File: src/rtl/mod3_encoder.sv
// Serial mod-3 frame encoder: shifts a DATA_W-bit word out MSB-first, then
// appends two check bits so every (DATA_W+2)-bit frame is a multiple of 3.
module mod3_encoder #(
  parameter int unsigned DATA_W = 8
) (
  input  logic              clk,
  input  logic              rst_n,
  input  logic              din_valid,
  input  logic [DATA_W-1:0] din,
  output logic              din_ready,
  output logic              dout,
  output logic              dout_valid,
  output logic              dout_sof,
  output logic              dout_last,
  output logic              busy
);

  localparam int unsigned CntW = $clog2(DATA_W + 2);

  // Counter holds the frame index of the bit currently on dout.
  localparam logic [CntW-1:0] LastDataIdx = CntW'(DATA_W - 1);
  localparam logic [CntW-1:0] FirstChkIdx = CntW'(DATA_W);
  localparam logic [CntW-1:0] LastChkIdx  = CntW'(DATA_W + 1);

  typedef enum logic [1:0] {
    StIdle,
    StData,
    StCheck
  } state_e;

  state_e            state_q, state_d;
  logic [DATA_W-1:0] shreg_q, shreg_d;
  logic [1:0]        res_q, res_d;
  logic [CntW-1:0]   cnt_q, cnt_d;
  logic              dout_q, dout_d;
  logic              valid_q, valid_d;
  logic              sof_q, sof_d;
  logic              last_q, last_d;

  logic              handshake;
  logic              final_beat;
  logic [1:0]        chk;

  // Residue of a bit stream after appending one bit: r' = (2r + b) mod 3.
  function automatic logic [1:0] res_next(input logic [1:0] r, input logic b);
    logic [1:0] n;
    case (r)
      2'd0:    n = b ? 2'd1 : 2'd0;
      2'd1:    n = b ? 2'd0 : 2'd2;
      2'd2:    n = b ? 2'd2 : 2'd1;
      default: n = 2'd0;
    endcase
    return n;
  endfunction

  // Check value c = (3 - r) mod 3, so value*4 + c == r + c == 0 (mod 3).
  function automatic logic [1:0] check_of(input logic [1:0] r);
    logic [1:0] c;
    case (r)
      2'd1:    c = 2'b10;
      2'd2:    c = 2'b01;
      default: c = 2'b00;
    endcase
    return c;
  endfunction

  // Ready/busy decode purely from registered state; no path from din_valid.
  always_comb begin
    final_beat = (state_q == StCheck) && (cnt_q == LastChkIdx);
    din_ready  = (state_q == StIdle) || final_beat;
    busy       = (state_q != StIdle);
    handshake  = din_valid && din_ready;
    chk        = check_of(res_q);
  end

  // Next-state and next-output logic.
  always_comb begin
    state_d = state_q;
    shreg_d = shreg_q;
    res_d   = res_q;
    cnt_d   = cnt_q;
    dout_d  = 1'b0;
    valid_d = 1'b0;
    sof_d   = 1'b0;
    last_d  = 1'b0;

    unique case (state_q)
      StIdle: begin
        if (handshake) begin
          // First payload bit goes straight to the output register.
          state_d = StData;
          shreg_d = {din[DATA_W-2:0], 1'b0};
          res_d   = res_next(2'd0, din[DATA_W-1]);
          cnt_d   = '0;
          dout_d  = din[DATA_W-1];
          valid_d = 1'b1;
          sof_d   = 1'b1;
        end
      end

      StData: begin
        valid_d = 1'b1;
        if (cnt_q == LastDataIdx) begin
          // Residue already includes the payload bit now on dout.
          state_d = StCheck;
          dout_d  = chk[1];
          cnt_d   = FirstChkIdx;
        end else begin
          dout_d  = shreg_q[DATA_W-1];
          shreg_d = {shreg_q[DATA_W-2:0], 1'b0};
          res_d   = res_next(res_q, shreg_q[DATA_W-1]);
          cnt_d   = cnt_q + CntW'(1);
        end
      end

      StCheck: begin
        if (cnt_q == FirstChkIdx) begin
          dout_d  = chk[0];
          valid_d = 1'b1;
          last_d  = 1'b1;
          cnt_d   = LastChkIdx;
        end else if (handshake) begin
          // Back-to-back frame: next sof follows this last bit directly.
          state_d = StData;
          shreg_d = {din[DATA_W-2:0], 1'b0};
          res_d   = res_next(2'd0, din[DATA_W-1]);
          cnt_d   = '0;
          dout_d  = din[DATA_W-1];
          valid_d = 1'b1;
          sof_d   = 1'b1;
        end else begin
          state_d = StIdle;
          shreg_d = '0;
          res_d   = 2'd0;
          cnt_d   = '0;
        end
      end

      default: begin
        state_d = StIdle;
        shreg_d = '0;
        res_d   = 2'd0;
        cnt_d   = '0;
      end
    endcase
  end

  // State and registered outputs; reset discards any partial frame.
  always_ff @(posedge clk or negedge rst_n) begin
    if (!rst_n) begin
      state_q <= StIdle;
      shreg_q <= '0;
      res_q   <= 2'd0;
      cnt_q   <= '0;
      dout_q  <= 1'b0;
      valid_q <= 1'b0;
      sof_q   <= 1'b0;
      last_q  <= 1'b0;
    end else begin
      state_q <= state_d;
      shreg_q <= shreg_d;
      res_q   <= res_d;
      cnt_q   <= cnt_d;
      dout_q  <= dout_d;
      valid_q <= valid_d;
      sof_q   <= sof_d;
      last_q  <= last_d;
    end
  end

  assign dout       = dout_q;
  assign dout_valid = valid_q;
  assign dout_sof   = sof_q;
  assign dout_last  = last_q;

endmodule

File: config.mk
export PLATFORM = sky130hd
export DESIGN_NAME = mod3_encoder
export DESIGN_NICKNAME = d
export VERILOG_FILES = /design/src/rtl/mod3_encoder.sv
export SDC_FILE = /design/constraint.sdc
export NUM_CORES = 1
export LEC_CHECK = 0
export CORE_MARGIN = 5
export CORE_UTILIZATION = 45
export DETAILED_ROUTE_END_ITERATION = 12
export GPL_ROUTABILITY_DRIVEN = 0
export HOLD_SLACK_MARGIN = 0.06
export PLACE_DENSITY = 0.71
export SETUP_SLACK_MARGIN = 0.05
export SKIP_LAST_GASP = 1
export SLEW_MARGIN = 10
export SYNTH_ARGS = -nofsm -noshare
export SYNTH_HDL_FRONTEND = slang
export SYNTH_SLANG_ARGS = --single-unit
File: constraint.sdc
create_clock -name clk -period 2.9 [get_ports clk]
set_clock_uncertainty 0.1 [all_clocks]
set_input_delay 0.435 -clock clk [delete_from_list [all_inputs] [get_ports clk]]
set_output_delay 0.435 -clock clk [all_outputs]
set_load 0.1 [all_outputs]
* Yosys cells after proc, flatten, opt, wreduce, memory -nomap -nowiden
Index checks and enable logic that the tools add are counted.
Cells by class: $add $sub $neg 1, equality and inequality tests 11, mux-type cells 36, reductions and logical operators 8
Operators with widths (count):
- two-way mux 8 bit | 4
- one-hot mux 8 bit (3 select lines) | 1
- one-hot mux 2 bit (3 select lines) | 3
- two-way mux 2 bit | 8
- two-way mux 1 bit | 12
- two-way mux 4 bit | 3
- one-hot mux 4 bit (3 select lines) | 1
- equality test 4 bit (second input constant) | 2
- != test 2 bit (second input constant) | 4
- one-hot mux 1 bit (3 select lines) | 2
- AND reduction 3 bit | 2
- adder 4 x 1 -> 4 bit (second input constant) | 1
- equality test 2 x 1 -> 1 bit (second input constant) | 2
- equality test 2 bit (second input constant) | 2
- equality test 4 x 3 -> 1 bit (second input constant) | 1
- logical NOT 2 bit | 2
- one-hot mux 2 bit (2 select lines) | 1
- logical AND 1 bit | 2
- one-hot mux 1 bit (2 select lines) | 1
- nonzero test 2 bit | 1
- logical OR 1 bit | 1
Word-level totals: flip-flop bits (word level) 20, input bits 11, output and inout bits 6, logic and storage cells 64

* Longest topological paths before layout
depth after elaboration 7, depth in mapped cells 8, depth with buffers taken out 6

* Worst setup path after synthesis
Ideal clock, no wire load.
path type register to output, start point register state_q[0], end point output din_ready, arrival time 1.293 ns, data required time 2.365 ns, path slack 1.072 ns, cell stages (with the launch flop) 5, path buffers 0, cell sequence dfrtp_1 -> inv_1 -> ha_1 -> and4b_1 -> or2_2
Between the ends: longest elaborated chain between the ends 3, elaborated cells on any way between the ends 4, those cells by class 1 x eq/ne; 3 x reduce/logical
Ends and longest elaborated chain:
- start, declared | line 31 | state_e state_q, state_d;
- start signal, assigned | line 151 | state_q <= StIdle;
- start signal, assigned | line 160 | state_q <= state_d;
- equality test 2 bit | line 69 | final_beat = (state_q == StCheck) && (cnt_q == LastChkIdx);
- logical AND 1 bit | line 69
- logical OR 1 bit * | line 70 | din_ready = (state_q == StIdle) || final_beat;
- end, declared | line 10 | output logic din_ready,
Mark *: on every way between the ends. The rest lies on a longest branch, timed or not.

* Worst setup path in the final report
Same ends and word-level chain as after synthesis.

==> flow_summary_export.csv <==
group,metric,value,unit
synthesis,avgSynthCellArea,10.4,sq um
outcome,status,"complete, no violations",
worst_hold_path,hold_path.class,"reg -> reg",
grt,grt_overflow,0,
layout,final_cell_area,1240,sq um
worst_setup_path,r2r_cells,5,
floorplanning,core_area,2230,sq um
worst_setup_path,critPathCaptureType,"primary output",
synthesis,synthTopCellsByCount,"dfrtp_1, a22o_1, nand2_1",
clocking,hold_buffers,0,
worst_setup_path,critPathMaxFanout,3,
timing,finalCritPeriodShare,77.8,%
drt,vias,821,
timing,slew_viol_final,0,
timing,worstMarginPinSlew,829,ps
clocking,tritoncts,"yes",
synthesis,yosys_warnings,0,
synthesis,yosysSeqAreaShare,44.3,%
timing,relSlewSlack,44.5,%
layout,diodes,0,
layout,drive_above_1_share,10.2,%
clocking,postCtsSetupRepairBufs,0,
synthesis,syn_area,1070,sq um
drt,post_drt_wl_per_cell,14.6,um
drt,antenna_left,0,
timing,max_freq,443,MHz
place,portBuffers,16,
place,placed_cell_area,1220,sq um
synthesis,synth_seq_cells,19,
synthesis,synth.area.top_cells,"dfrtp_1, a22o_1, ha_1",
timing,setup_viol,0,
layout,num-fill-cells,193,
floorplanning,io_pins,17,
floorplanning,num_rows,17,
power_and_ir_drop,power.density,1050,nW/um^2
synthesis,ys.flop_type,"dfrtp_1",
worst_setup_path,cp-start-kind,"register",
worst_setup_path,cp-startpoint,"state_q[0]$_DFFE_PN0P_",
grt,grt_use_total,13.6,%
timing,hold_viol,0,
clocking,cts_root_buf,"clkbuf_4",
grt,grt_start_max_net_pins,20,
grt,grt_pass1_wl,3.57,mm
grt,antenna_found_initial,0,
clocking,h-tree-depth,1,
clocking,clock-sinks,19,
floorplanning,die_h,58.8,um
synthesis,synthCells,103,
floorplanning,die_w,58.8,um
synthesis,synth.most_common_cell,"dfrtp_1",
power_and_ir_drop,p_leak,0.614,nW
floorplanning,die_area,3460,sq um
synthesis,synth_top_area_share,44.3,%
drt,vias_per_cell,5.62,
run,max_cap_viol_count,0,
worst_setup_path,r2r-start,"state_q[1]$_DFFE_PN0P_",
synthesis,synthArstFlopShare,100,%
clocking,clock_path_buffers,2,
drt,drt_iter0_markers,11,
worst_setup_path,r2r-end,"shreg_q[3]$_DFFE_PN0P_",
timing,rsz0062_at_grt,"false",
worst_setup_path,crit_path_end,"din_ready",
clocking,cts.clk_slew.worst_paths,110,ps
synthesis,synth-edff-count,0,
clocking,clkLatencyLatePin,290,ps
floorplanning,start_util,48.0,%
timing,finalSetupTns,0,ps
synthesis,ys_types,32,
worst_setup_path,r2r_slack,870,ps
worst_setup_path,cp_data_arrival_time,1720,ps
clocking,numCtsBuffers,3,
layout,fin_nets,137,
worst_setup_path,crit_type,"reg -> out",
drt,route.detailed.drc,0,
worst_setup_path,crit_required,2370,ps
synthesis,synth_top_cell_by_area,"dfrtp_1",
drt,dr.pass1.iters,4,
place,post-dp-hpwl,1.54,mm
drt,wirelength,2.13,mm
synthesis,synth_nets,121,
layout,syn2layout_area_growth,16.1,%
grt,grt_pass1_vias,794,
clocking,cts_resized,0,
timing,fin_crit,2250,ps
power_and_ir_drop,ir_drop,0.628,mV
-- per-stage QoR --
stage               std cells  power (mW)  worst slack, ps  util (%)  hold WS [ps]
global placement          142        1.17              883      54.6           391
global route              146        1.40              561      55.7           445
floorplan                 103        1.03             1070         -          39.4
CTS                       146        1.32              632      55.7           420
detailed placement        142        1.18              827      54.6           392
finish                    146        1.31              645      55.7           414
-- flip-flops by register name, summed over array words and instances (netlist names) --
| signal | count |
|---|---|
| dout_sof | 1 |
| cnt_q | 4 |
| state_q | 2 |
| dout_valid | 1 |
| res_q | 2 |
| dout_last | 1 |
| shreg_q | 7 |
| dout | 1 |
-- cells by family after synthesis --
logic type | share of synthesized area, %
compound gates | 23.5
simple gates | 16.7
flops | 44.3
buf+inv | 5.60
fa+ha+maj | 8.17
xor+xnor | 0.817
mux | 0.934
-- layout make-up --
class                      count  area, sq um  area share [%]
tap                           28         35.0            2.81
sequential                    19          475            38.2
clock buffer                   4         26.3            2.11
multi-input combinational     72          537            43.1
timing repair buffer          16          145            11.7
inverter                       7         26.3            2.11
-- how the worst min path moves through the flow --
stage                                 from  slack (ps)  cells after the start                      to
finish              shreg_q[1]$_DFFE_PN0P_         410                      2  shreg_q[1]$_DFFE_PN0P_
global route        shreg_q[2]$_DFFE_PN0P_         450                      1  shreg_q[2]$_DFFE_PN0P_
global placement    shreg_q[1]$_DFFE_PN0P_         390                      2  shreg_q[1]$_DFFE_PN0P_
detailed placement  shreg_q[1]$_DFFE_PN0P_         390                      2  shreg_q[1]$_DFFE_PN0P_
floorplan                            rst_n          40                      0    cnt_q[0]$_DFFE_PN0P_
CTS                 shreg_q[1]$_DFFE_PN0P_         420                      2  shreg_q[1]$_DFFE_PN0P_
-- worst max-delay path, cell delays in order, from the launching register on --
cell	delay (ps)
dfrtp_1	390
inv_1	90
ha_1	220
and4b_1	200
or2_2	290
buf_4	240
-- placed cells by master (no fill, tap or decap), drive strengths merged, types with 3 or more instances in the layout --
cell / Yosys / routed
dfrtp: 19 / 19
a22o: 14 / 14
nand2: 10 / 10
clkdlybuf4s50: 0 / 10
inv: 7 / 7
ha: 7 / 7
buf: 2 / 6
a31oi: 4 / 4
nor2: 4 / 4
clkbuf: 3 / 4
nand3: 3 / 3
a21oi: 3 / 3
a21o: 3 / 3
o21ai: 3 / 3
-- routing by layer --
metal	track usage [%]	part of all wire (%)	wire, um	vias up
li1	-	-	-	410
met3	3.07	4.8	103	4
met2	22.4	47	1010	17
met5	0	0	0	-
met4	5.83	1.4	29	0
met1	16.8	46	989	390
-- report_power, final --
group          total [mW]  switching [mW]  internal (mW)
combinational       0.737           0.484          0.253
clock               0.135          0.0811         0.0536
sequential          0.438          0.0760          0.362
No activity file was read; power rests on OpenSTA's default activity.
